`src/rtl/uart_pkg.sv`:
```
// Shared UART/ASCII definitions: character constants, byte FSM encoding, hex decode.
// Pure definitions, no logic; latency and backpressure are properties of the users.
// Both the byte FSM and the line parser import this package.
package uart_pkg;

    localparam logic [7:0] ASCII_LF = 8'h0A;
    localparam logic [7:0] ASCII_CR = 8'h0D;
    localparam logic [7:0] ASCII_0  = 8'h30;
    localparam logic [7:0] ASCII_UA = 8'h41;
    localparam logic [7:0] ASCII_LA = 8'h61;

    localparam int HEX_DIGITS = 10;

    typedef enum logic [1:0] {
        IDLE  = 2'd0,
        START = 2'd1,
        DATA  = 2'd2,
        STOP  = 2'd3
    } rx_state_t;

    typedef struct packed {
        logic       vld;
        logic [3:0] nib;
    } hex_t;

    function automatic hex_t hex_decode(input logic [7:0] c);
        hex_t h;
        h.vld = 1'b1;
        h.nib = 4'd0;
        if (c >= ASCII_0 && c <= ASCII_0 + 8'd9)
            h.nib = 4'(c - ASCII_0);
        else if (c >= ASCII_UA && c <= ASCII_UA + 8'd5)
            h.nib = 4'(c - ASCII_UA + 8'd10);
        else if (c >= ASCII_LA && c <= ASCII_LA + 8'd5)
            h.nib = 4'(c - ASCII_LA + 8'd10);
        else
            h.vld = 1'b0;
        return h;
    endfunction

endpackage

```
`src/rtl/uart_rx_byte.sv`:
```
// 8N1 deframer: 2-flop synchronizer plus start/data/stop bit FSM.
// Latency: byte_valid/frame_err are combinational in the mid-stop-bit sample cycle.
// No backpressure: the consumer must take byte_valid in the cycle it is high.
module uart_rx_byte
    import uart_pkg::*;
#(
    parameter int CLKS_PER_BIT = 16
) (
    input  logic       clk,
    input  logic       rst,
    input  logic       rx,
    output logic [7:0] byte_data,
    output logic       byte_valid,
    output logic       frame_err,
    output logic       busy
);

    localparam logic [15:0] BIT_LAST  = 16'(CLKS_PER_BIT - 1);
    localparam logic [15:0] HALF_LAST = 16'(CLKS_PER_BIT / 2 - 1);

    logic        rx_meta;
    logic        rx_s;
    rx_state_t   state;
    rx_state_t   state_nxt;
    logic [15:0] clk_cnt;
    logic [2:0]  bit_idx;
    logic [7:0]  shift_reg;
    logic        cnt_done;

    // The start bit is timed to its middle; all later bits are a full bit apart from there.
    assign cnt_done = (state == START) ? (clk_cnt == HALF_LAST) : (clk_cnt == BIT_LAST);

    always_ff @(posedge clk) begin
        if (rst) begin
            rx_meta   <= 1'b1;
            rx_s      <= 1'b1;
            state     <= IDLE;
            clk_cnt   <= 16'd0;
            bit_idx   <= 3'd0;
            shift_reg <= 8'd0;
        end else begin
            rx_meta <= rx;
            rx_s    <= rx_meta;
            state   <= state_nxt;
            if (state == IDLE || cnt_done)
                clk_cnt <= 16'd0;
            else
                clk_cnt <= clk_cnt + 16'd1;
            if (state == IDLE)
                bit_idx <= 3'd0;
            else if (state == DATA && cnt_done) begin
                shift_reg <= {rx_s, shift_reg[7:1]};
                bit_idx   <= bit_idx + 3'd1;
            end
        end
    end

    always_comb begin
        state_nxt = state;
        case (state)
            IDLE:  if (!rx_s) state_nxt = START;
            START: if (cnt_done) state_nxt = rx_s ? IDLE : DATA;
            DATA:  if (cnt_done && bit_idx == 3'd7) state_nxt = STOP;
            STOP:  if (cnt_done) state_nxt = IDLE;
            default: state_nxt = IDLE;
        endcase
    end

    // Returning to IDLE at mid-stop lets a zero-gap start edge be caught.
    always_comb begin
        byte_valid = 1'b0;
        frame_err  = 1'b0;
        busy       = (state != IDLE);
        if (state == STOP && cnt_done) begin
            byte_valid = rx_s;
            frame_err  = !rx_s;
        end
    end

    assign byte_data = shift_reg;

endmodule

```
`src/rtl/uart_hex_rx.sv`:
```
// UART line receiver: 10 hex chars + LF -> 40-bit data, one-cycle valid/error pulses.
// Latency: pulses one cycle after the mid-stop-bit sample of the terminating byte.
// No backpressure: data_valid is a single-cycle strobe with no ready.
module uart_hex_rx
    import uart_pkg::*;
#(
    parameter int CLK_FREQ = 100_000_000,
    parameter int BAUD     = 115200
) (
    input  logic        clk,
    input  logic        rst,
    input  logic        rx,
    output logic [39:0] data,
    output logic        data_valid,
    output logic        frame_err,
    output logic        parse_err,
    output logic        busy
);

    localparam int         CLKS_PER_BIT = CLK_FREQ / BAUD;
    localparam logic [3:0] DIGITS_MAX   = 4'(HEX_DIGITS);

    logic [7:0]  byte_data;
    logic        byte_valid;
    logic        byte_ferr;
    hex_t        hx;
    logic [39:0] acc;
    logic [3:0]  digit_cnt;
    logic        line_bad;

    uart_rx_byte #(
        .CLKS_PER_BIT(CLKS_PER_BIT)
    ) u_rx_byte (
        .clk       (clk),
        .rst       (rst),
        .rx        (rx),
        .byte_data (byte_data),
        .byte_valid(byte_valid),
        .frame_err (byte_ferr),
        .busy      (busy)
    );

    always_comb hx = hex_decode(byte_data);

    always_ff @(posedge clk) begin
        if (rst) begin
            data       <= 40'd0;
            data_valid <= 1'b0;
            frame_err  <= 1'b0;
            parse_err  <= 1'b0;
            acc        <= 40'd0;
            digit_cnt  <= 4'd0;
            line_bad   <= 1'b0;
        end else begin
            data_valid <= 1'b0;
            parse_err  <= 1'b0;
            frame_err  <= byte_ferr;
            // A dropped byte poisons the rest of the line.
            if (byte_ferr) begin
                line_bad <= 1'b1;
            end else if (byte_valid) begin
                if (hx.vld) begin
                    if (digit_cnt < DIGITS_MAX) begin
                        acc       <= {acc[35:0], hx.nib};
                        digit_cnt <= digit_cnt + 4'd1;
                    end else begin
                        line_bad <= 1'b1;
                    end
                end else if (byte_data == ASCII_CR) begin
                    line_bad <= line_bad;
                end else if (byte_data == ASCII_LF) begin
                    if (digit_cnt == DIGITS_MAX && !line_bad) begin
                        data       <= acc;
                        data_valid <= 1'b1;
                    end else if (digit_cnt != 4'd0 || line_bad) begin
                        parse_err <= 1'b1;
                    end
                    acc       <= 40'd0;
                    digit_cnt <= 4'd0;
                    line_bad  <= 1'b0;
                end else begin
                    line_bad <= 1'b1;
                end
            end
        end
    end

endmodule
```
`config.mk`:
```
export PLATFORM = sky130hd
export DESIGN_NAME = uart_hex_rx
export DESIGN_NICKNAME = d
export VERILOG_FILES = /design/src/rtl/uart_pkg.sv /design/src/rtl/uart_rx_byte.sv /design/src/rtl/uart_hex_rx.sv
export SDC_FILE = /design/constraint.sdc
export NUM_CORES = 1
export LEC_CHECK = 0
export ABC_AREA = 1
export CAP_MARGIN = 15
export CORE_ASPECT_RATIO = 0.5
export CORE_UTILIZATION = 57
export DETAILED_ROUTE_END_ITERATION = 6
export PLACE_DENSITY = 0.85
export SETUP_SLACK_MARGIN = 0.3
export SLEW_MARGIN = 5
export SYNTH_ARGS = -nofsm -noshare
export SYNTH_HDL_FRONTEND = slang
export SYNTH_SLANG_ARGS = --single-unit
```
`constraint.sdc`:
```
create_clock -name clk -period 2.83 [get_ports clk]
set_clock_uncertainty 0.15 [all_clocks]
set_input_delay 0.566 -clock clk [delete_from_list [all_inputs] [get_ports clk]]
set_output_delay 0.566 -clock clk [all_outputs]
set_load 0.02 [all_outputs]
```
**Word-level counts from Yosys, hierarchy flattened**

Cells that the tools add are included.

- Register bits after elaboration: 119
- Output and inout port bits: 44
- Word-level logic and storage cells: 107

- Add/sub/neg operators: 8
- Magnitude comparators: 7
- Equal/unequal tests: 17
- Multiplexer cells: 31
- Bitwise logic cells: 6
- Reductions and logical operators: 25

Operators by type and width:

| cell | count |
|---|---|
| $mux 40 | 4 |
| $mux 4 | 7 |
| $add 16x1->16 const B | 1 |
| $eq 16x10->1 const B | 1 |
| $eq 16x9->1 const B | 1 |
| $eq 8x4->1 const B | 2 |
| $ge 8x7->1 const B | 2 |
| $le 8x7->1 const B | 2 |
| $mux 1 | 14 |
| $sub 4x1->4 const B | 3 |
| $mux 2 | 5 |
| $add 4x4->4 const B | 2 |
| $ge 8x6->1 const B | 1 |
| $le 8x6->1 const B | 1 |
| $pmux 2 s4 | 1 |
| $logic_and 1x1->1 | 7 |
| $reduce_or 7->1 | 1 |
| $ne 2x1->1 const B | 3 |
| $ne 2x2->1 const B | 3 |
| $ne 3x3->1 const B | 2 |
| $not 1->1 | 6 |
| $reduce_and 6->1 | 1 |
| $reduce_bool 2->1 | 3 |
| $reduce_or 6->1 | 1 |
| 16 further kinds | 20 |

**Depth between registers and ports, before layout**

Gate-level depths: netlist of run 1.

- Depth after elaboration: 8
- Depth in mapped cells: 15

**By module**

Synthesis of run 1 repeated with hierarchy kept, for this count alone.

- Cell total of the unflattened synthesis: 693
- Area, all modules: 5133.7 um^2

Modules (own cells, without submodules):

| module | instances | cells each | area an instance (um^2) | sequential area each (um^2) |
|---|---|---|---|---|
| uart_hex_rx | 1 | 443 | 3500.9 | 1761.7 |
| uart_rx_byte | 1 | 250 | 1632.8 | 620.6 |

**Least setup slack after synthesis of run 1**

OpenSTA, ideal clock, no wires.

- Path type: reg2reg
- Start point: reg u_rx_byte.shift_reg[0] (netlist: u_rx_byte.byte_data[0])
- End point: reg acc[4]
- Setup time: 0.070 ns
- Data arrival time: 1.813 ns
- Setup slack: 0.797 ns
- Cell stages (with the launch flop): 13
- Clock period less this slack: 2.033 ns
- Cell sequence: dfxtp_1 -> inv_1 -> ha_1 -> nor2_1 -> o21ai_1 -> nand2_1 -> nand2_2 -> nand2_1 -> nand3_2 -> nor2_4 -> buf_6 -> nand3_1 -> a21oi_1

- Word-level cells in the longest chain between the ends: 7
- Elaborated cells between the ends (all ways): 19
- Those cells by class: order compare (6); eq/ne (4); mux (4); reduce/logical (5)

RTL lines:

| item | RTL line | source |
|---|---|---|
| start: declaration | uart_rx_byte.sv:27 | `logic [7:0] shift_reg;` |
| start signal: assignment | uart_rx_byte.sv:52 | `shift_reg <= {rx_s, shift_reg[7:1]};` |
| $ge 8x7->1 or $le 8x7->1 (tied branches) | uart_pkg.sv:34 | `else if (c >= ASCII_LA && c <= ASCII_LA + 8'd5)` |
| $logic_and 1x1->1 | uart_pkg.sv:34 |  |
| $mux 1 | uart_pkg.sv:34 |  |
| $mux 1 | uart_pkg.sv:32 | `else if (c >= ASCII_UA && c <= ASCII_UA + 8'd5)` |
| $mux 1 | uart_pkg.sv:30 | `if (c >= ASCII_0 && c <= ASCII_0 + 8'd9)` |
| $ne 2x1->1 (no source line) (tied with other cells) | - |  |
| $reduce_and 5->1 (no source line) | - |  |
| end signal: assignment | uart_hex_rx.sv:64 | `acc <= {acc[35:0], hx.nib};` |
| end: declaration | uart_hex_rx.sv:27 | `logic [39:0] acc;` |

Parallel ways exist; a longest one is shown, timed or not.
A chain may end at the register's enable or synchronous reset.

**Worst setup path after layout of run 1**

- Start point: reg u_rx_byte.state[0]
- End point: reg acc[17]

- Word-level cells in the longest chain between the ends: 6
- Elaborated cells between the ends (all ways): 8
- Those cells by class: eq/ne (2); mux (3); bitwise (1); reduce/logical (2)

RTL lines:

| item | RTL line | source |
|---|---|---|
| start: declaration | uart_rx_byte.sv:23 | `rx_state_t state;` |
| start signal: assignment | uart_rx_byte.sv:44 | `state <= state_nxt;` |
| $eq 2x1->1 | uart_rx_byte.sv:31 | `assign cnt_done = (state == START) ? (clk_cnt == HALF_LAST) : (clk_cnt == BIT_LAST);` |
| $mux 1 | uart_rx_byte.sv:31 |  |
| $logic_and 1x1->1 * | uart_rx_byte.sv:74 | `if (state == STOP && cnt_done) begin` |
| $mux 1 | uart_rx_byte.sv:74 |  |
| $not 1->1 (no source line) | - |  |
| $reduce_and 5->1 (no source line) * | - |  |

Every way passes the cells marked *; elsewhere a longest branch is shown, timed or not.

==> summary.md, run 1 <==
| Metric | Value |
|---|---|
| Status | finished clean |
| Gate power share | 0.018 |
| CP endpoint kind | register |
| DRT Pass-1 Iters | 5 |
| Top Ports | 47 |
| Global-route usage over all layers | 0.254 |
| Sequential share of the synthesized area | 0.454 |
| Gpl congestion | 0.871 |
| Worst-Margin Slew | 0.622 ns |
| Die area | 9620 sq um |
| Number of global-route vias before repair | 4314 |
| Placed standard-cell area | 5710 sq um |
| GR Overflow Total | 0 |
| Yosys cell types | 34 |
| Starting density of the core | 0.595 |
| Worst setup SP type | register |
| Initial DRC Count | 326 |
| Share of layout cells above drive strength 1 | 0.0752 |
| Pwr per Cell Area | a little over 600 nW/um^2 |
| Core Area | slightly below 9000 sq um |
| Critical path type | reg2reg |
| Critical path arrival | 2.52 ns |
| Synth top area cells | dfxtp_1 45%, nor2_1 9.5%, nand2_1 9.4% |
| Setup crit start | u_rx_byte.state[0] |
| Final-report hold violation count | 0 |
| Tmin final | around 2.3 ns |
| Clock buffer count from CTS | 17 |
| Fin cells | ~900 |
| Multi-input logic area | 2320 sq um |
| Most numerous cell in the Yosys netlist | nor2_1 |
| Area Growth Syn to Fin | 20.3% |
| CTS tree | yes |
| Max frequency | 428 MHz |
| #FFs+latches synth | 119 |
| Design Power | ~3.9 mW |
| Commonest cells post-synth | 133 x nor2_1, 131 x nand2_1, 119 x dfxtp_1 |
| Mapped Cells | 734 |
| Unrepaired setup endpoints after global routing | no |
| Largest net degree at the start of global routing | 51 |
| Static leakage | roughly 2.8 nW |
| HP Class | reg2reg |
| DR vias | 4654 |
| Syn_nets | around 750 |
| Capturing point of the worst reg2reg path | acc[17] |
| Htree depth | 4 |
| DP Cell Count | 870 |
| Top_reg_cell synth | dfxtp_1 |
| Row count | 24 |
| Setup-failing EPs final | 0 |
| Area leader, netlist | dfxtp_1 |
| Share of power burned in registers | 0.435 |
| Layout filler cell count | 702 |
| Share of the synthesized area in the top cell type | 0.454 |
| Reg2reg start | u_rx_byte.state[0] |
| Final Net Count | 786 |
| Die W | about 140 um |
| CP Data Required Time | 3.01 ns |
| Max-cap violations | 0 |
| Post-CTS Setup Bufs | 0 |
| Fin. max-slew vios | 0 |
| # hold bufs at CTS | 0 |
| R2R depth | 12 |
| Fin Setup TNS | 0 ns |
| Clock transition at path regs | approximately 0.050 ns |
| Routed Wire Length | 11300 um |
| Syn Std Cell Area | around 5300 sq um |
| Reg2Reg Setup Slack | between 0.4 and 0.5 ns |
| Maximum vdd drop | approximately 0.43 mV |
| CTS Buffer Depth | 2 |
| DRC Markers | 0 |
| Worst Path Max Fanout | 20 |
| Post-synth EDFFs | 0 |
| Crit share post-route | 0.825 |
| Synth warn | 0 |
| Chip Height | roughly 70 um |
| Routed len/inst | between 10 and 15 um |
| Initial antenna violation count | 0 |
| Post-route cell area | 6320 sq um |
| Number of port buffers | between 40 and 50 |
| Switching Share | 0.204 |
| Pint | approximately 3.1 mW |
| Register area | 2390 sq um |
| Hpwl dp | 6980 um |
| First-pass GRT wire length | 19100 um |
| Clock latency on the worst-skew pair | 0.41 ns |
| Net Sw Power | 0.792 mW |
| Resize count post-CTS | 0 |
| Clk sink count | between 100 and 150 |
| Rel. slew slack | 0.583 |
| End point of the critical path | acc[17] |
| ANT nets after route | 0 |
| Ant. Diodes | 0 |
| Clock share of power | 0.547 |
| CTS root buf | clkbuf_16 |
| Asr flop ratio synth | 0 |
| Mean Syn Cell Area | 7.15 sq um |
| Vias/cell | 5.16 |
## registers in the layout, summed over array words and instances (netlist names), named ones only
signal               cells
parse_err                1
digit_cnt                4
u_rx_byte.state          1
u_rx_byte.bit_idx        3
u_rx_byte.rx_meta        1
u_rx_byte.clk_cnt       16
data                    40
acc                     40
u_rx_byte.rx_s           1
u_rx_byte.byte_data      8
line_bad                 1
frame_err                1
data_valid               1
## placed cells by master, fill, tap and decap left out, types with 3 or more instances in the layout
master           instances
a21oi_1                 61
buf_4                   11
buf_6                    3
clkbuf_1                 3
clkbuf_16               17
clkbuf_8                 4
clkdlybuf4s50_1         46
dfxtp_1                116
dfxtp_2                  3
ha_1                    10
inv_1                   78
nand2_1                131
nand2_2                  3
nand3_1                 57
nand4_1                  4
nor2_1                 133
nor3_1                   9
nor3b_1                  3
o21ai_0                 55
or2_2                    4
xor2_1                   8
## how the worst min path moves through the flow
stage,from,endpoint,depth (start not counted)
global route,u_rx_byte.rx_meta,u_rx_byte.rx_s,1
CTS,u_rx_byte.rx_meta,u_rx_byte.rx_s,1
global placement,u_rx_byte.rx_meta,u_rx_byte.rx_s,1
detailed placement,u_rx_byte.rx_meta,u_rx_byte.rx_s,1
finish,u_rx_byte.rx_meta,u_rx_byte.rx_s,1
floorplan,u_rx_byte.rx_meta,u_rx_byte.rx_s,1
## metrics by stage
stage / util / setup WS [ns] / hold slack, ns
final: 0.716 / 0.494 / 0.266
after global routing: 0.716 / 0.299 / 0.285
after CTS: 0.713 / 0.393 / 0.271
after detailed placement: 0.647 / 0.445 / 0.258
after global placement: 0.647 / 0.484 / 0.244
after floorplan: - / 0.797 / 0.239
## routing by layer
| metal | up-vias | routed length [um] | track usage |
|---|---|---|---|
| li1 | 2406 | - | - |
| met1 | 2143 | 5100 | 0.307 |
| met2 | 88 | 5510 | 0.418 |
| met3 | 17 | 495 | 0.0835 |
| met4 | 0 | 152 | 0.0990 |
| met5 | - | 0 | 0 |
## power by group through the flow
stage / Sequential (mW) / Combinational (mW) / Clock [mW]
2_1_floorplan: 1.72 / 0.0511 / 0
3_3_place_gp: 1.72 / 0.0651 / 0
3_5_place_dp: 1.72 / 0.0663 / 0
4_1_cts: 1.69 / 0.0668 / 2.14
5_1_grt: 1.69 / 0.0765 / 2.23
6_report: 1.69 / 0.0686 / 2.12
## layout make-up
class	instances	area share
clock buffers	24	0.0778
clock inverters	7	0.0148
inverters	81	0.0481
multi-input cells	494	0.367
flip-flops and latches	119	0.378
well taps	117	0.0232
repair buffers	60	0.0913
## cell families after synthesis
logic type,after synthesis,share of synthesized area
buffers and inverters,121,0.104
XOR/XNOR,10,0.0167
AO/OA/AOI/OAI,122,0.118
flip-flops,119,0.454
AND/OR/NAND/NOR,352,0.283
adder cells (fa/ha/maj),10,0.0238
## critical path: stages, from the launching register on
cell and delay, ns:
dfxtp_2 0.41, inv_1 0.09, nor2_1 0.14, nand3_1 0.10, nand2_1 0.09, nand2_2 0.06
nor2_2 0.13, nand3_2 0.17, buf_4 0.26, nor2_4 0.14, buf_4 0.21, nand3_1 0.12
a21oi_1 0.18
No activity file was read; power rests on OpenSTA's default activity.
==> inputs of run 2 (changes only) <==
==> constraint.sdc (replaced) <==
create_clock -name clk -period 2.2 [get_ports clk]
set_clock_uncertainty 0.15 [all_clocks]
set_input_delay 0.44 -clock clk [delete_from_list [all_inputs] [get_ports clk]]
set_output_delay 0.44 -clock clk [all_outputs]
set_load 0.02 [all_outputs]
==> run 2 against run 1 <==
Compared with the run above:
- the run now ends with design-rule violations, negative setup slack left
- power grew 37%
- largest power group unchanged
- sequential power is 28% higher
- count of clock-buffer cells in the layout is 6 lower
- register-to-register slack lost 0.97 ns
- hold slack better by 0.049 ns
- via count grew 39%
- largest cell class is now multi-input gates
- cell count up 5.9%
- clock power grew 42%
==> summary.md, run 2 (synthesized netlist as in run 1, its figures left out) <==
| Metric | Value |
|---|---|
| Hold path depth | 1 |
| Clock latency on the worst-skew pair | approximately 0.44 ns |
| Area Growth Syn to Fin | 52.1% |
| End point of the critical path | acc[1] |
| Commonest non-fill, non-tap cells in the layout | 102 x dfxtp_1, 88 x nor2_1, 73 x nand2_1 |
| DRT Pass-1 Iters | 7 |
| Top flop regs | acc: 40 flops, data: 40 flops, u_rx_byte.clk_cnt: 16 flops |
| Number of global-route vias before repair | 5338 |
| Initial DRC Count | 1136 |
| CTS Buffer Depth | 2 |
| Capturing point of the worst reg2reg path | acc[1] |
| Routed len/inst | 26.8 um |
| Largest net degree at the start of global routing | 48 |
| Htree depth | 4 |
| Core Area | 8830 sq um |
| Critical path type | reg2reg |
| Layout filler cell count | 257 |
| CP endpoint kind | register |
| Gpl congestion | 0.884 |
| Crit path cell chain | inv_4 > ha_4 > nand2_1 > nor2_1 > nor2_1 > nand2_2 > nand2_4 > nand2_4 > nand3_4 > nor2_4 > buf_12 > buf_12 > nand3_1 > a21oi_2 |
| GR Overflow Total | 0 |
| Final-report hold violation count | 0 |
| Worst Path Max Fanout | 5 |
| Fin. max-slew vios | 0 |
| R2R depth | 14 |
| Placed standard-cell area | 5860 sq um |
| Die W | roughly 140 um |
| Crit share post-route | 1.22 |
| Worst slack, placed | 0.0921 ns |
| Design Power | 5.31 mW |
| Rel. slew slack | 0.698 |
| HP Class | reg2reg |
| Routed Wire Length | 25600 um |
| Static leakage | ~3.5 nW |
| # hold bufs at CTS | 0 |
| CTS tree | yes |
| Unrepaired setup endpoints after global routing | yes |
| Tmin final | 2.68 ns |
| Share of layout cells above drive strength 1 | 0.348 |
| Clock buffer count from CTS | 17 |
| Crit path largest cell delay | 0.41 ns |
| Cell family with most CP delay | simple AND/OR/NAND/NOR gates |
| Worst setup SP type | register |
| Slowest cell on crit path | a21oi_2 |
| DRC Markers | 78 |
| CP Data Required Time | 2.34 ns |
| CP Buf/Inv Count | 3 |
| Hpwl dp | around 7000 um |
| Pwr per Cell Area | ~670 nW/um^2 |
| Worst-Margin Slew | 0.453 ns |
| Number of port buffers | 46 |
| Max frequency | 373 MHz |
| Top Ports | 47 |
| Row count | 24 |
| Status | complete, but fails checks |
| Vias/cell | 6.77 |
| Hold slack | 0.316 ns |
| Setup-failing EPs final | 76 |
| ANT nets after route | 0 |
| Die area | 9620 sq um |
| Global-route usage over all layers | 0.364 |
| Clock transition at path regs | approximately 0.070 ns |
| Fin worst setup slack | -0.479 ns |
| Maximum vdd drop | 0.856 mV |
| Setup crit start | u_rx_byte.byte_data[1] |
| Clk sink count | approximately 120 |
| Starting density of the core | 0.595 |
| First-pass GRT wire length | 26500 um |
| Post-route cell area | between 7000 and 8000 sq um |
| Chip Height | 69.9 um |
| Final Net Count | 837 |
| Most common cell after layout, fill and taps aside | dfxtp_1 |
| CTS root buf | clkbuf_16 |
| Stages on the worst setup path | 14 |
| Initial antenna violation count | 5 |
| Max-cap violations | 0 |
| Reg2Reg Setup Slack | -0.48 ns |
| Critical path arrival | 2.82 ns |
| DR vias | approximately 6500 |
| Failing checks | design-rule violations, negative setup slack |
| Reg2reg start | u_rx_byte.byte_data[1] |
-- run 2: worst min path at each step --
stage / start / to / slack (ns)
2_1_floorplan: u_rx_byte.rx_meta / u_rx_byte.rx_s / 0.24
3_3_place_gp: u_rx_byte.rx_meta / u_rx_byte.rx_s / 0.25
3_5_place_dp: u_rx_byte.rx_meta / u_rx_byte.rx_s / 0.26
4_1_cts: u_rx_byte.rx_meta / u_rx_byte.rx_s / 0.27
5_1_grt: u_rx_byte.rx_meta / u_rx_byte.rx_s / 0.30
6_report: u_rx_byte.rx_meta / u_rx_byte.rx_s / 0.32
-- run 2: layout make-up --
type	instances	area, sq um	share of cell area
Antenna cell	1	2.50	0.000313
Clock buffer	18	439	0.0550
Clock inverter	14	174	0.0218
Inverter	81	317	0.0396
Multi-Input combinational cell	494	3070	0.384
Sequential cell	119	2420	0.303
Tap cell	117	146	0.0183
Timing Repair Buffer	111	1420	0.178
-- run 2: power breakdown --
group          internal [mW]  switching (mW)
Clock                   1.82            1.19
Sequential              2.15         0.00745
Combinational         0.0410          0.0997
Total                   4.01            1.30
-- run 2: what timing repair did --
action / 4_1_cts / 5_1_grt
buffers inserted: 18 / 8
gates resized for setup: 128 / 197
pin swaps: 15 / 58
cloned: 8 / 13
setup endpoints to repair: 138 / 99
-- run 2: layer usage --
metal	wire (um)	GRT usage	vias up
li1	-	-	2519
met1	8270	0.413	2938
met3	4310	0.114	321
met4	2680	0.266	6
met5	80	0	-
met2	10200	0.581	683
-- run 2: per-stage QoR --
stage	util	setup TNS, ns	cells
after global routing	0.904	-20.81	954
after detailed placement	0.664	0	875
final	0.905	-9.71	955
after floorplan	-	0	734
after CTS	0.792	0	933
after global placement	0.664	0	875
==> inputs of run 3 (changes only) <==
--- a/config.mk
+++ b/config.mk
@@ -10,7 +10,9 @@
 export CORE_ASPECT_RATIO = 0.5
 export CORE_UTILIZATION = 57
 export DETAILED_ROUTE_END_ITERATION = 6
+export GPL_TIMING_DRIVEN = 0
 export PLACE_DENSITY = 0.85
+export RECOVER_POWER = 50
 export SETUP_SLACK_MARGIN = 0.3
 export SLEW_MARGIN = 5
 export SYNTH_ARGS = -nofsm -noshare
==> run 3 against run 2 <==
Compared with the run above:
- the run still ends with design-rule violations, negative setup slack left
- setup slack improved by 0.15 ns
- hold slack got worse by 0.026 ns
- die area unchanged
- sequential power about the same
- power decreased by 1.7%
- critical endpoint is now acc[26]
==> summary.md, run 3 (synthesized netlist as in run 1, its figures left out) <==
| Metric | Value |
|---|---|
| Status | complete, but fails checks |
| Failing checks | design-rule violations, negative setup slack |
| Ant. Diodes | 0 |
| Hold slack | 0.290 ns |
| Max frequency | 395 MHz |
| Gpl congestion | 0.899 |
| Global-route usage over all layers | 0.321 |
| Fin worst setup slack | -0.334 ns |
| Layout filler cell count | 376 |
| Routed Wire Length | 20500 um |
| End point of the critical path | acc[26] |
| Share of layout cells above drive strength 1 | 0.319 |
| CTS Buffer Depth | 2 |
| Top Ports | 47 |
| HP Class | reg2reg |
| First-pass GRT wire length | 23700 um |
| CP endpoint kind | register |
| DRT Pass-1 Iters | 7 |
| Crit path largest cell delay | between 0.4 and 0.5 ns |
| Met3 usage in global routing | 0.104 |
| R2R depth | 12 |
| Rel. slew slack | 0.495 |
| Top flop regs | acc: 40 flops, data: 40 flops, u_rx_byte.clk_cnt: 16 flops |
| Top Usage Layer GRT | met2 |
| Register area | between 2000 and 2500 sq um |
| Most common cell after layout, fill and taps aside | nor2_1 |
| Reg2reg start | u_rx_byte.byte_data[0] |
| # hold bufs at CTS | 0 |
| GR Overflow Total | 0 |
| CP Data Required Time | around 2.3 ns |
| Setup crit start | u_rx_byte.byte_data[0] |
| Final-report hold violation count | 0 |
| Commonest non-fill, non-tap cells in the layout | 107 x nor2_1, 106 x dfxtp_1, 93 x nand2_1 |
| Maximum vdd drop | approximately 0.76 mV |
| CTS root buf | clkbuf_16 |
| Htree depth | 4 |
| Tmin final | 2.53 ns |
| Chip Height | 69.9 um |
| Initial DRC Count | 886 |
| Pwr per Cell Area | 678 nW/um^2 |
| Routed len/inst | 21.0 um |
| M1 GR Usage | 0.368 |
| Area Growth Syn to Fin | 46.8% |
| ANT nets after route | 0 |
| Critical path arrival | 2.66 ns |
| Clock latency on the worst-skew pair | between 0.4 and 0.5 ns |
| DRC Markers | 14 |
| Capturing point of the worst reg2reg path | acc[26] |
| Number of port buffers | 46 |
| Clock transition at path regs | 0.06 ns |
| Worst-Margin Slew | 0.758 ns |
| Hpwl dp | 7760 um |
| Worst Path Max Fanout | 10 |
| CTS tree | yes |
| Number of global-route vias before repair | about 5100 |
| Slowest cell on crit path | o21ai_0 |
| Row count | 24 |
| Initial antenna violation count | 0 |
| Starting density of the core | 0.595 |
| Fin. max-slew vios | 0 |
| Vias/cell | 6.28 |
| Clk sink count | approximately 120 |
| Hold path depth | 1 |
| Critical path type | reg2reg |
| DR vias | a little over 6000 |
| Multi-input logic area | just over 3000 sq um |
| Die area | between 9000 and 10000 sq um |
| Worst setup SP type | register |
| Unrepaired setup endpoints after global routing | yes |
| Reg2Reg Setup Slack | -0.33 ns |
| Core Area | just under 9000 sq um |
| Fin Setup TNS | -4.84 ns |
| Crit share post-route | 1.15 |
| Largest net degree at the start of global routing | 17 |
| Final Net Count | roughly 860 |
| Setup-failing EPs final | 53 |
| Die W | 138 um |
| Clock buffer count from CTS | 17 |
| Crit path cell chain | inv_6 > ha_4 > nand2_2 > nor2_1 > nor2_1 > nand2_2 > nand2_4 > nand2_4 > nand3_4 > clkbuf_2 > o21ai_0 > a21oi_1 |
| Max-cap violations | 0 |
| Static leakage | 3.41 nW |
| Routing usage on met2 | 0.538 |
-- run 3: how the worst min path moves through the flow --
stage | from | end | slack [ns]
CTS | u_rx_byte.rx_meta | u_rx_byte.rx_s | 0.28
finish | u_rx_byte.rx_meta | u_rx_byte.rx_s | 0.29
detailed placement | u_rx_byte.rx_meta | u_rx_byte.rx_s | 0.26
global placement | u_rx_byte.rx_meta | u_rx_byte.rx_s | 0.24
floorplan | u_rx_byte.rx_meta | u_rx_byte.rx_s | 0.24
global route | u_rx_byte.rx_meta | u_rx_byte.rx_s | 0.28
-- run 3: metal layers --
| layer | up-vias | wire length (um) |
|---|---|---|
| met4 | 0 | 1680 |
| met1 | 2769 | 7190 |
| met5 | - | 0 |
| met3 | 211 | 2460 |
| li1 | 2571 | - |
| met2 | 570 | 9130 |
-- run 3: per-stage QoR --
stage	worst slack, ns	area, sq um	power (mW)	util	std cells
after floorplan	0.245	5300	2.27	-	734
after global placement	-0.137	5910	2.30	0.669	897
after detailed placement	-0.120	5910	2.31	0.669	897
after CTS	0.191	6980	5.13	0.791	959
after global routing	-0.499	7710	5.33	0.873	974
final	-0.334	7710	5.22	0.873	974
-- run 3: repair_timing --
| action | 4_1_cts | 5_1_grt |
|---|---|---|
| gates cloned | 9 | 7 |
| resized for setup | 130 | 171 |
| pin swaps | 25 | 55 |
| buffers inserted | 23 | 8 |
| setup endpoints to repair | 138 | 116 |
| endpoints found under the hold margin | 0 | 0 |
-- run 3: worst max-delay path, delay by kind of cell (launching register included) --
kind / cells / cell delay (ns)
AO/OA/AOI/OAI: 2 / 0.64
adder cells (fa/ha/maj): 1 / 0.14
buffers and inverters: 2 / 0.33
flip-flops: 1 / 0.37
AND/OR/NAND/NOR: 7 / 0.74
-- run 3: layout make-up --
cell class | instances | area share
well taps | 117 | 0.0190
inverters | 81 | 0.0427
plain buffers | 40 | 0.0414
clock inverters | 6 | 0.0114
multi-input cells | 498 | 0.393
clock buffers | 24 | 0.0678
flip-flops and latches | 119 | 0.313
repair buffers | 89 | 0.112
-- run 3: where the power goes --
part	switching (mW)	leakage, nW	internal (mW)	total (mW)
Clock	1.03	0.292	1.87	2.89
Sequential	0.00614	0.967	2.16	2.16
Combinational	0.105	2.15	0.0606	0.166
==> variant 1 (config.mk and constraints of run 1) <==
Put one more register stage on the output `data`, cleared by the reset. The value now appears one clock later. The other outputs are not delayed to match. Comments in the files are not updated.
--- a/src/rtl/uart_hex_rx.sv
+++ b/src/rtl/uart_hex_rx.sv
@@ -21,2 +21,4 @@
     localparam logic [3:0] DIGITS_MAX   = 4'(HEX_DIGITS);
+
+    logic [39:0] data_s0;
 
@@ -46,3 +48,3 @@
         if (rst) begin
-            data       <= 40'd0;
+            data_s0    <= 40'd0;
             data_valid <= 1'b0;
@@ -72,3 +74,3 @@
                     if (digit_cnt == DIGITS_MAX && !line_bad) begin
-                        data       <= acc;
+                        data_s0    <= acc;
                         data_valid <= 1'b1;
@@ -87,2 +89,10 @@
 
+    always_ff @(posedge clk) begin
+        if (rst) begin
+            data <= '0;
+        end else begin
+            data <= data_s0;
+        end
+    end
+
 endmodule
Check against the original RTL: no difference found for any inputs over 10 cycles, from zero or initial values and one cycle with rst high; that may be too few to reach the edited logic, so the function may still have changed.
==> variant 1 against run 1 <==
- total power is 18% higher
- wire length rose by 17%
- synthesized area up 17%
- sequential power rose by 33%
- largest power group unchanged
- setup slack lost 0.038 ns
- first-iteration DRC count rose by 41%
- sequential cell count grew 40
- core utilization fell by 0.66 points
- cell area up 16%
- largest cell class unchanged
- combinational power is 12% lower
- sequential share of layout area up 5.7 points
==> variant 1: results (changes against run 1) <==
Run status
  • Outcome: finished clean

Worst setup path
  • Worst R2R Setup Slack: 0.51 ns (+0.02 ns)
  • Worst-path fanout max: 7 (-65%)
  • CP Capture Point: busy
  • Largest delay share family, worst path: buffers and inverters
  • Reg2reg path depth: 11 (-1)
  • CP arrival: 1.66 ns (-0.86 ns)
  • Crit path largest cell delay: 0.60 ns (+0.19 ns)
  • FF-to-FF End: data_s0[36]
  • CP max stage cell: clkdlybuf4s50_1

Drt
  • Iter 0 DRT Violations: 461 (+41%)
  • Via total after detailed routing: 5,136 (+10%)
  • WL/cell: 13.5 um (+8.1%)
  • DR pass1 iterations: 6 (+1)

Global route
  • First-pass GRT wire length: 20,800 um (+9.1%)
  • GRT Total Usage: 23.9% (-1.5 points)
  • Vias in the first global route: 4,574 (+6.0%)
  • Largest net degree at the start of global routing: 59 (+16%)

Synth
  • Syn nets: 791 (+5.9%)
  • Post-Syn Area per Cell: 7.92 um^2 (+11%)
  • Commonest cells post-synth: dfxtp_1, nand2_1, nor2_1
  • Part of the Yosys area used for sequential elements: 51.7% (+6.3 points)
  • Synth area leaders: dfxtp_1, nand2_1, a21oi_1, nand3_1, nor2_1
  • Yosys cell types: 36 (+5.9%)

Clock tree
  • Worst-Skew Late Latency: 0.43 ns (+0.02 ns)

Placed design
  • Gp weighted congestion: 0.906 (+4.0%)
  • Dpl hpwl: 8020 um (+15%)
  • Cells after DPL: 935 (+7.5%)

STA
  • Fin Hold WS: 0.263 ns (-0.00347 ns)
  • Worst rel slew slack: 60.5% (+2.2 points)

Final layout
  • Final nets: 833 (+6.0%)
  • Fill count: 759 (+8.1%)
  • Layout cell share with drive strength beyond 1: 9.24% (+1.7 points)
  • Largest registers: acc x40, data x40, data_s0 x40

Power and ir drop
  • Sw frac: 23.1% (+2.7 points)
  • Worst vdd ir: 441 uV (+2.2%)
  • Leakage: 3.03 nW (+9.5%)
[variant 1: metrics by stage]
stage / util, % / instance area (um^2) / total power [mW] / setup slack, ns
floorplan: - / 6160 / 2.34 / 0.750
global placement: 64.4 / 6660 / 2.35 / 0.470
detailed placement: 64.4 / 6660 / 2.35 / 0.375
CTS: 70.1 / 7250 / 4.59 / 0.302
global route: 70.9 / 7340 / 4.69 / 0.277
finish: 70.9 / 7340 / 4.58 / 0.456
[variant 1: power groups by stage]
stage | Clock, mW | Sequential (mW) | Combinational, mW
after global placement | 0 | 2.30 | 0.0567
after CTS | 2.29 | 2.24 | 0.0587
after detailed placement | 0 | 2.30 | 0.0584
after floorplan | 0 | 2.29 | 0.0479
after global routing | 2.38 | 2.24 | 0.0671
final | 2.28 | 2.25 | 0.0601
[variant 1: area by class of cell]
type	instances	area, um^2	area share, %
clock buffer	18	439	5.99
inverter	96	365	4.98
multi-input combinational	485	2410	32.9
sequential	159	3190	43.4
clock inverter	14	148	2.01
tap	140	175	2.39
timing repair buffer	61	609	8.30
[variant 1: cell families after synthesis]
logic type / share of synthesized area, %
AOI/OAI and AO/OA: 9.44
xor gates and xnor gates: 1.42
adders and majority gates: 2.03
buffers and inverters: 9.64
DFF: 51.7
and+or+nand+nor: 25.8
[variant 1: metal layers]
layer	part of all wire [%]	global-route usage, %	routed length, um	vias up
met1	43	27.7	5670	2366
li1	-	-	-	2568
met3	5.6	5.81	740	36
met4	2.6	14.3	339	0
met5	0	0	0	-
met2	49	41.5	6390	166
[variant 1: repair_timing]
action / in CTS / in global routing
pin swaps: 0 / 2
resized for setup: 1 / 8
setup buffers: 0 / 5
setup endpoints to repair: 1 / 62
cloned: 0 / 1
==> variant 2 (config.mk and constraints of run 1) <==
Without the edit above. Change the parameter `BAUD` from 115200 to 65536.
--- a/src/rtl/uart_hex_rx.sv
+++ b/src/rtl/uart_hex_rx.sv
@@ -7,3 +7,3 @@
     parameter int CLK_FREQ = 100_000_000,
-    parameter int BAUD     = 115200
+    parameter int BAUD     = 65536
 ) (
Function: no difference found for any inputs over 10 cycles, from zero or initial values and one cycle with rst high; that may be too few to reach the edited logic, so the function may still have changed.
==> variant 2 against run 1 <==
- fmax decreased by 3.7%
- synthesized area is 1.1% lower
- wire length fell by 2.9%
- cell area is 0.97% lower
- sequential cell count stayed put
- setup slack lost 0.090 ns
- cell count is 0.55% higher
- total power fell by 0.63%
==> variant 2: results (changes against run 1) <==
Placed design
  • Dpl hpwl: 6700 um (-4.1%)
  • Gp weighted congestion: 0.876 (+0.59%)
  • Cells after DPL: 875 (+0.57%)
  • Area post-placement: 5660 um^2 (-0.88%)
  • Pre-CTS setup slack: 0.422 ns (-0.0230 ns)
  • IO buf count: 46 (unchanged)

Drt
  • Via total after detailed routing: 4,602 (-1.1%)
  • Metal-1 WL: 5010 um (-1.9%)
  • Iter 0 DRT Violations: 297 (-8.9%)
  • DR top layer: met4
  • Final wirelength: 10,900 um (-2.9%)
  • Routed vias/inst: 5.07 (-1.7%)
  • DR pass1 iterations: 5 (unchanged)
  • Metal2 WL: 5270 um (-4.3%)
  • Met3 wire length: 502 um (+1.4%)

Worst setup path
  • CP Capture Point: busy
  • CP max stage cell: clkdlybuf4s50_1
  • CP arrival: 1.71 ns (-0.81 ns)
  • Reg2reg path depth: 12 (unchanged)
  • Largest delay share family, worst path: buffers and inverters
  • Worst-path fanout max: 10 (-50%)
  • Worst R2R Setup Slack: 0.44 ns (-0.05 ns)
  • FF-to-FF End: digit_cnt[0]
  • RR Startpoint: u_rx_byte.byte_data[0]
  • Crit path largest cell delay: 0.59 ns (+0.18 ns)

Run status
  • Outcome: finished clean

Synth
  • Yosys cell types: 28 (-18%)
  • Synth area leaders: dfxtp_1, nand2_1, nor2_1, inv_1, a21oi_1
  • Part of the Yosys area used for sequential elements: 45.9% (+0.49 points)
  • Syn nets: 752 (+0.67%)
  • Post-Syn Area per Cell: 7.03 um^2 (-1.7%)
  • Commonest cells post-synth: nand2_1, dfxtp_1, nor2_1

Power and ir drop
  • Cell-internal power: 3.04 mW (-1.5%)
  • Leakage: 2.79 nW (+0.81%)
  • Worst vdd ir: 475 uV (+9.9%)

Final layout
  • Layout cell share with drive strength beyond 1: 6.96% (-0.55 points)
  • Final nets: 790 (+0.51%)
  • Largest registers: acc x40, data x40, u_rx_byte.clk_cnt x16
  • Number of diodes: 0 (unchanged)

Min path
  • Hold Path Stages: 1 (unchanged)

Global route
  • Vias in the first global route: 4,219 (-2.2%)
  • Largest net degree at the start of global routing: 52 (+2.0%)
  • First-pass GRT wire length: 18,600 um (-2.3%)
  • Met3 usage: 7.24% (-1.1 points)
  • Grt met2 use: 40.6% (-1.2 points)
  • Met1 Usage GRT: 30.6% (-0.11 points)
  • GRT Total Usage: 24.9% (-0.47 points)

Clock tree
  • Worst-Skew Late Latency: 0.41 ns (about the same)
  • Post-CTS Setup Bufs: 0 (unchanged)

STA
  • Tcrit/Tclk final: 85.7% (+3.2 points)
  • Least-Margin Pin Slew: 0.558 ns (-0.0642 ns)
  • Fin Hold WS: 0.256 ns (-0.0106 ns)
==> variant 2: cell count changes after synthesis, moves of 3 or more <==
cell      change
clkbuf_4      -3
o21ai_0      -38
inv_1        +15
a21oi_1       +3
or2_2         +3
nor2_1       -18
clkbuf_1      -3
buf_2         +5
nand4_1       +3
nand2_1      +53
==> variant 2: final cells by class <==
type	count	area (um^2)
well taps	117	146
clock buffers	21	460
multi-input cells	490	2260
fillers	683	2510
repair buffers	55	536
clock inverters	11	124
flip-flops and latches	119	2380
inverters	94	353
==> variant 2: cells by family after synthesis <==
family	Yosys count	share of synthesized area, %
and+or+nand+nor	389	31.4
buffers and inverters	130	10.9
DFF	119	45.9
AOI/OAI and AO/OA	84	8.26
adders and majority gates	10	2.41
xor gates and xnor gates	7	1.18
==> variant 2: timing repair <==
action | CTS | global route
resized for setup | 0 | 3
endpoints found under the setup margin | 0 | 35
hold endpoints to repair | 0 | 0
==> variant 2: worst min-delay path by stage <==
stage / from / endpoint
after detailed placement: u_rx_byte.rx_meta / u_rx_byte.rx_s
after floorplan: u_rx_byte.rx_meta / u_rx_byte.rx_s
after CTS: u_rx_byte.rx_meta / u_rx_byte.rx_s
after global routing: u_rx_byte.rx_meta / u_rx_byte.rx_s
final: u_rx_byte.rx_meta / u_rx_byte.rx_s
after global placement: u_rx_byte.rx_meta / u_rx_byte.rx_s
==> variant 2: power by group through the flow <==
stage / combinational, mW / sequential (mW) / clock [mW]
floorplan: 0.0466 / 1.72 / 0
global placement: 0.0571 / 1.72 / 0
detailed placement: 0.0579 / 1.72 / 0
CTS: 0.0588 / 1.69 / 2.13
global route: 0.0661 / 1.69 / 2.20
finish: 0.0590 / 1.69 / 2.10
